$ cat src/rtl/fpu_mult_arbiter_if.sv
// Signal bundle between fpu_mult_arbiter, its requesters and the shared FP16 FMA unit.
// Handshake: a transfer happens on a rising edge where valid and ready are both high. Valid never
// waits for ready. req_ready is combinational from req_valid. rsp_valid holds until rsp_ready.
interface fpu_mult_arbiter_if #(
    parameter int N_REQ = 4,
    parameter int WIDTH = 16
);
    localparam int PW = (N_REQ > 1) ? $clog2(N_REQ) : 1;

    logic [N_REQ-1:0]         req_valid;
    logic [N_REQ-1:0]         req_ready;
    logic [N_REQ*3*WIDTH-1:0] req_operands;
    logic [3*WIDTH-1:0]       fpu_operands;
    logic                     fpu_in_valid;
    logic [WIDTH-1:0]         fpu_result;
    logic [N_REQ-1:0]         rsp_valid;
    logic [N_REQ-1:0]         rsp_ready;
    logic [N_REQ*WIDTH-1:0]   rsp_result;
    logic                     busy;
    logic [PW-1:0]            dbg_rr_ptr;
    logic [N_REQ-1:0]         dbg_pending;

    modport slave (
        input  req_valid, req_operands, rsp_ready, fpu_result,
        output req_ready, fpu_operands, fpu_in_valid, rsp_valid, rsp_result, busy,
               dbg_rr_ptr, dbg_pending
    );

    modport master (
        output req_valid, req_operands, rsp_ready, fpu_result,
        input  req_ready, fpu_operands, fpu_in_valid, rsp_valid, rsp_result, busy,
               dbg_rr_ptr, dbg_pending
    );
endinterface

$ cat src/rtl/fpu_mult_arbiter.sv
// Round-robin sharing of one pipelined FP16 FMA unit among N_REQ requesters, with a tag
// pipeline that steers each result into the issuing requester's held response slot.
module fpu_mult_arbiter #(
    parameter int N_REQ   = 4,
    parameter int WIDTH   = 16,
    parameter int LATENCY = 3
) (
    input logic              clk,
    input logic              rst,
    fpu_mult_arbiter_if.slave bus
);
    localparam int PW  = (N_REQ > 1) ? $clog2(N_REQ) : 1;
    localparam int OPW = 3 * WIDTH;

    logic [N_REQ-1:0]       pending;
    logic [N_REQ-1:0]       eligible;
    logic [2*N_REQ-1:0]     eligible_dbl;
    logic [N_REQ-1:0]       eligible_rot;
    logic [N_REQ-1:0]       grant;
    logic [PW-1:0]          rr_ptr;
    logic [PW-1:0]          rr_next;
    logic [PW-1:0]          grant_idx;
    logic                   hs;
    logic [OPW-1:0]         grant_ops;
    int                     sum;

    logic [OPW-1:0]         fpu_ops_q;
    logic                   fpu_vld_q;
    logic [PW-1:0]          issue_idx;

    logic [LATENCY-1:0]     tag_v;
    logic [PW-1:0]          tag_idx [LATENCY];

    logic [N_REQ-1:0]       rsp_valid_q;
    logic [N_REQ*WIDTH-1:0] rsp_result_q;
    logic [N_REQ-1:0]       rsp_hs;

    // Gating with rst keeps req_ready at 0 while reset is held, even if requesters stay valid.
    assign eligible     = bus.req_valid & ~pending & {N_REQ{~rst}};
    assign eligible_dbl = {eligible, eligible};
    assign eligible_rot = eligible_dbl[rr_ptr +: N_REQ];
    assign rsp_hs       = rsp_valid_q & bus.rsp_ready;

    // eligible_rot[0] is the requester at rr_ptr; the lowest set bit wins.
    always_comb begin
        hs        = 1'b0;
        grant_idx = '0;
        grant     = '0;
        grant_ops = '0;
        sum       = 0;
        for (int i = N_REQ - 1; i >= 0; i--) begin
            if (eligible_rot[i]) begin
                hs  = 1'b1;
                sum = int'(rr_ptr) + i;
            end
        end
        if (sum >= N_REQ) begin
            sum = sum - N_REQ;
        end
        grant_idx = PW'(sum);
        for (int i = 0; i < N_REQ; i++) begin
            grant[i] = hs && (grant_idx == PW'(i));
            if (grant[i]) begin
                grant_ops = bus.req_operands[i*OPW +: OPW];
            end
        end
        rr_next = rr_ptr;
        if (hs) begin
            rr_next = (int'(grant_idx) == N_REQ - 1) ? '0 : grant_idx + PW'(1);
        end
    end

    always_ff @(posedge clk or posedge rst) begin
        if (rst) begin
            pending   <= '0;
            rr_ptr    <= '0;
            fpu_vld_q <= 1'b0;
            fpu_ops_q <= '0;
            issue_idx <= '0;
        end else begin
            pending   <= (pending | grant) & ~rsp_hs;
            rr_ptr    <= rr_next;
            fpu_vld_q <= hs;
            if (hs) begin
                fpu_ops_q <= grant_ops;
                issue_idx <= grant_idx;
            end
        end
    end

    // Tags travel alongside the FPU pipeline so the last stage lines up with fpu_result.
    always_ff @(posedge clk or posedge rst) begin
        if (rst) begin
            tag_v <= '0;
            for (int s = 0; s < LATENCY; s++) begin
                tag_idx[s] <= '0;
            end
        end else begin
            tag_v[0]   <= fpu_vld_q;
            tag_idx[0] <= issue_idx;
            for (int s = 1; s < LATENCY; s++) begin
                tag_v[s]   <= tag_v[s-1];
                tag_idx[s] <= tag_idx[s-1];
            end
        end
    end

    // A slot cannot capture and hand off in the same cycle: pending blocks reissue until handoff.
    always_ff @(posedge clk or posedge rst) begin
        if (rst) begin
            rsp_valid_q  <= '0;
            rsp_result_q <= '0;
        end else begin
            for (int i = 0; i < N_REQ; i++) begin
                if (rsp_hs[i]) begin
                    rsp_valid_q[i] <= 1'b0;
                end
                if (tag_v[LATENCY-1] && (tag_idx[LATENCY-1] == PW'(i))) begin
                    rsp_valid_q[i]                 <= 1'b1;
                    rsp_result_q[i*WIDTH +: WIDTH] <= bus.fpu_result;
                end
            end
        end
    end

    assign bus.req_ready    = grant;
    assign bus.fpu_operands = fpu_ops_q;
    assign bus.fpu_in_valid = fpu_vld_q;
    assign bus.rsp_valid    = rsp_valid_q;
    assign bus.rsp_result   = rsp_result_q;
    assign bus.busy         = |pending;
    assign bus.dbg_rr_ptr   = rr_ptr;
    assign bus.dbg_pending  = pending;
endmodule

$ cat src/flat_wrapper.sv
// flat-port wrapper written by rule: the top's interface ports become plain ports
module fpu_mult_arbiter_flat 
#(
    parameter int N_REQ   = 4,
    parameter int WIDTH   = 16,
    parameter int LATENCY = 3
)
  (clk, rst, bus_req_valid, bus_req_operands, bus_rsp_ready, bus_fpu_result, bus_req_ready, bus_fpu_operands, bus_fpu_in_valid, bus_rsp_valid, bus_rsp_result, bus_busy, bus_dbg_rr_ptr, bus_dbg_pending);
  fpu_mult_arbiter_if #(.N_REQ(N_REQ), .WIDTH(WIDTH)) bus_i ();
  input logic clk;
  input logic rst;
  input wire logic [$bits(bus_i.req_valid)-1:0] bus_req_valid;
  input wire logic [$bits(bus_i.req_operands)-1:0] bus_req_operands;
  input wire logic [$bits(bus_i.rsp_ready)-1:0] bus_rsp_ready;
  input wire logic [$bits(bus_i.fpu_result)-1:0] bus_fpu_result;
  output wire logic [$bits(bus_i.req_ready)-1:0] bus_req_ready;
  output wire logic [$bits(bus_i.fpu_operands)-1:0] bus_fpu_operands;
  output wire logic [$bits(bus_i.fpu_in_valid)-1:0] bus_fpu_in_valid;
  output wire logic [$bits(bus_i.rsp_valid)-1:0] bus_rsp_valid;
  output wire logic [$bits(bus_i.rsp_result)-1:0] bus_rsp_result;
  output wire logic [$bits(bus_i.busy)-1:0] bus_busy;
  output wire logic [$bits(bus_i.dbg_rr_ptr)-1:0] bus_dbg_rr_ptr;
  output wire logic [$bits(bus_i.dbg_pending)-1:0] bus_dbg_pending;
  assign bus_i.req_valid = bus_req_valid;
  assign bus_i.req_operands = bus_req_operands;
  assign bus_i.rsp_ready = bus_rsp_ready;
  assign bus_i.fpu_result = bus_fpu_result;
  assign bus_req_ready = bus_i.req_ready;
  assign bus_fpu_operands = bus_i.fpu_operands;
  assign bus_fpu_in_valid = bus_i.fpu_in_valid;
  assign bus_rsp_valid = bus_i.rsp_valid;
  assign bus_rsp_result = bus_i.rsp_result;
  assign bus_busy = bus_i.busy;
  assign bus_dbg_rr_ptr = bus_i.dbg_rr_ptr;
  assign bus_dbg_pending = bus_i.dbg_pending;
  fpu_mult_arbiter #(.N_REQ(N_REQ), .WIDTH(WIDTH), .LATENCY(LATENCY)) u_core (.clk(clk), .rst(rst), .bus(bus_i));
endmodule
$ cat config.mk
export PLATFORM = sky130hd
export DESIGN_NAME = fpu_mult_arbiter_flat
export DESIGN_NICKNAME = d
export VERILOG_FILES = /design/src/rtl/fpu_mult_arbiter_if.sv /design/src/rtl/fpu_mult_arbiter.sv /design/src/flat_wrapper.sv
export SDC_FILE = /design/constraint.sdc
export NUM_CORES = 1
export LEC_CHECK = 0
export CAP_MARGIN = 30
export CELL_PAD_IN_SITES_DETAIL_PLACEMENT = 1
export CELL_PAD_IN_SITES_GLOBAL_PLACEMENT = 1
export CORE_ASPECT_RATIO = 1.5
export CORE_MARGIN = 2
export CORE_UTILIZATION = 31
export DETAILED_ROUTE_END_ITERATION = 10
export GPL_TIMING_DRIVEN = 0
export HOLD_SLACK_MARGIN = 0.02
export PLACE_DENSITY_LB_ADDON = 0.12
export SLEW_MARGIN = 15
export SYNTH_ARGS = -nofsm -noshare
export SYNTH_HDL_FRONTEND = slang
export SYNTH_SLANG_ARGS = --single-unit
$ cat constraint.sdc
create_clock -name clk -period 19.1 [get_ports clk]
set_clock_uncertainty 0.1 [all_clocks]
set_input_delay 3.82 -clock clk [delete_from_list [all_inputs] [get_ports clk]]
set_output_delay 3.82 -clock clk [all_outputs]
set_load 0.01 [all_outputs]
==> results.py <==
metrics = {
    "status": {
        "status": "finished clean",
    },
    "floorplanning": {
        "ios": 346,
        "start_util": 0.3129,
        "die_area_sq_um": 22300,
        "die_y_microns": 181.9,
        "core.rowCount": 65,
        "die_x_microns": 122.6,
        "coreArea_sq_um": 20900,
    },
    "setup_path": {
        "end_kind": "output port",
        "crit_fanout": 10,
        "start_kind": "input pin",
        "r2r-start": "u_core.bus.dbg_rr_ptr[0]$_DFFE_PP0P_",
        "worstReg2RegEnd": "u_core.bus.fpu_operands[21]$_DFFE_PP0P_",
        "regToRegSetupSlack_ns": 15.02,
        "critPathArrivalTime_ns": 8.00,
        "r2r_cells": 11,
        "worstSetupPathType": "input pin to output port",
        "required_ns": 15.18,
    },
    "global_route": {
        "grt_pass1_wl_microns": 41540,
        "antenna_found_initial": 0,
        "track_usage": 0.2477,
        "grt_pass1_vias": 7078,
        "overflow": 0,
        "grt_max_degree": 77,
    },
    "synth": {
        "synthesis.nets": 830,
        "syn_area_sq_um": 6540,
        "synth-adder-area-share": 0.007653,
        "synth_compound_area_frac": 0.2089,
        "ys_seq_elements": 134,
        "yosysWarnings": 0,
        "avgSynthCellArea_sq_um": 10.76,
        "synth_top_family_by_area": "compound AO/OA/AOI/OAI gates",
        "yosysUniqueCellTypes": 42,
        "synth_mux_area_frac": 0.1117,
        "yosysSeqAreaShare": 0.5127,
        "synthXorXnorAreaFrac": 0.001339,
        "syn_inst": 608,
        "yosys.area_share.simple": 0.1131,
    },
    "pwr": {
        "powerDensity_nw_per_um2": 162.2,
        "p_leak_nw": 4.648,
        "switchingPower_uw": 649.2,
        "totalPowerFinal_mw": 1.785,
        "seqPwrFrac": 0.281,
        "clockPowerShare": 0.200,
        "p_comb_frac": 0.519,
        "p_sw_frac": 0.3638,
        "p_int_mw": 1.135,
        "max-vdd-ir-drop_mv": 0.07314,
    },
    "run": {
        "drv_cap": 0,
    },
    "placed_design": {
        "place_worst_setup_slack_ns": 7.131,
        "gp_congestion": 0.8369,
        "dp_hpwl_microns": 21100,
        "io_buffers": 345,
    },
    "final_layout": {
        "final_cell_mix": "clkdlybuf4s50_1, dfrtp_1, mux2_2, nand2_1, nor2b_1",
        "layout-drive-gt1-share": 0.1176,
        "fill_cells": 2260,
        "diodes": 0,
        "layout_commonest_cell": "clkdlybuf4s50_1",
        "layout.nets": 1195,
        "area_growth_pct": 68.28,
    },
    "detailed_routing": {
        "drt-total-wl_microns": 27400,
        "drt-initial-drc-count": 233,
        "antenna_left": 0,
        "drt_pre_antenna_iters": 4,
        "drc": 0,
        "vias": 6502,
        "wl_per_cell_microns": 21.85,
        "via_per_inst": 5.185,
    },
    "timing": {
        "clock.fmax_mhz": 83.93,
        "worst_slew_pin_slew_ns": 0.7190,
        "max_slew_margin": 0.5207,
        "setup_violations": 0,
        "fin_tns_setup_ns": 0,
        "slew_viol_final": 0,
        "post-route-min-period_ns": 11.92,
        "rsz0062_at_grt": "false",
        "finalCritPeriodShare": 0.6238,
        "finalHoldViolCount": 0,
        "timing.final.ws_setup_ns": 7.185,
    },
    "cts": {
        "root_buffer": "clkbuf_16",
        "numCtsBuffers": 17,
        "cts_hold_buf": 0,
        "clock-sinks": 134,
        "clkTransAtPathRegs_ns": 0.05,
        "tritoncts": "done",
        "post_cts_resized": 0,
        "clockBufferDepth": 2,
        "htreeDepth": 4,
        "clock_latency_ns": 0.43,
        "post-cts-setup-buffers": 0,
    },
    "min_path": {
        "holdCritStartpoint": "u_core.tag_idx[3]$_DFF_PP0_",
        "holdPathStages": 0,
        "holdPathEnd": "u_core.tag_idx[1]$_DFF_PP0_",
        "min_path_type": "flop to flop",
    },
}
-- registers in the layout, summed over array words and instances, names as in the netlist --
register	count
u_core.tag_idx	6
u_core.issue_idx	2
u_core.bus.rsp_result	64
u_core.bus.rsp_valid	4
u_core.bus.fpu_in_valid	1
u_core.bus.dbg_rr_ptr	2
u_core.bus.fpu_operands	48
u_core.tag_v	3
u_core.bus.dbg_pending	4
-- worst max-delay path by stage --
stage / from / end / slack (ns) / cells after the start
3_3_place_gp: rst / bus_req_ready[1] / 4.22 / 7
6_report: rst / bus_req_ready[2] / 7.18 / 11
2_1_floorplan: rst / bus_req_ready[0] / 7.43 / 5
5_1_grt: rst / bus_req_ready[2] / 6.84 / 11
4_1_cts: rst / bus_req_ready[2] / 7.11 / 11
3_5_place_dp: rst / bus_req_ready[2] / 7.13 / 11
-- cells by family (layout without fill, tap and decap cells) --
group / after synthesis / count (layout)
xor+xnor: 1 / 1
mux: 65 / 65
flops: 134 / 134
buf+inv: 73 / 451
simple gates: 146 / 146
fa+ha+maj: 4 / 4
compound gates: 185 / 185
-- synthesized netlist by cell type (all sizes together) --
cell type,number,area [sq um]
o31ai,1,7.510
nand2b,6,37.54
clkbuf,37,141.4
o311ai,32,280.3
inv,23,86.33
dfrtp,134,3353
a211o,16,140.1
o221a,1,11.26
nand3,33,165.2
o211ai,2,15.01
o41ai,1,27.53
a2bb2o,1,10.01
buf,13,63.81
xnor2,1,8.760
mux2i,1,10.01
a21o,33,247.7
a21boi,1,7.510
nor2b,38,237.7
a21oi,35,175.2
nor3b,1,12.51
mux2,64,720.7
ha,4,50.05
nor3,1,5.000
nand3b,2,15.01
a221oi,17,148.9
or4,2,15.01
a31oi,32,200.2
o21ai,5,25.02
a2bb2oi,4,35.03
or3,1,6.260
and2,4,25.02
or2,1,6.260
o21a,1,7.510
o211a,1,10.01
o221ai,1,8.760
a311oi,1,8.760
nor2,19,71.32
nand2,38,142.6
-- critical path, cell delays in order --
cell             delay (ns)
clkdlybuf4s50_1        0.57
or2_2                  0.35
a2bb2o_1               0.28
a21boi_0               0.42
o21a_1                 0.24
ha_1                   0.15
clkbuf_1               0.34
clkbuf_1               0.56
clkbuf_1               0.45
and2_1                 0.24
clkdlybuf4s50_1        0.58
-- power groups by stage --
stage          Clock [mW]  Sequential (mW)  Combinational, mW
2_1_floorplan           0            0.547              0.413
3_5_place_dp            0            0.504              0.933
4_1_cts             0.366            0.503              0.940
6_report            0.358            0.501              0.926
5_1_grt             0.377            0.517               1.00
3_3_place_gp            0            0.497              0.919
-- area by class of cell --
cell class / instances / area [sq um] / area share
tap: 268 / 335.3 / 0.03047
multi-input combinational: 401 / 2895 / 0.2631
buffer: 50 / 205.2 / 0.01864
timing repair buffer: 346 / 3481 / 0.3163
sequential: 134 / 3353 / 0.3047
clock inverter: 11 / 171.4 / 0.01558
inverter: 23 / 93.84 / 0.008527
clock buffer: 21 / 470.5 / 0.04275
-- routing by layer --
metal / vias up / global-route usage / share of wire
li1: 2974 / - / -
met1: 3228 / 0.2660 / 0.37
met2: 259 / 0.4500 / 0.53
met3: 41 / 0.07601 / 0.071
met4: 0 / 0.08690 / 0.024
met5: - / 0 / 0
-- through the flow --
step	cells	cell area (sq um)	util	hold WS [ns]
floorplan	608	6540	-	0.2312
global placement	1221	10330	0.4942	0.2314
detailed placement	1222	10360	0.4958	0.2372
CTS	1254	11010	0.5265	0.2505
global route	1254	11010	0.5265	0.2547
finish	1254	11010	0.5265	0.2488
No activity file was read; power rests on OpenSTA's default activity.
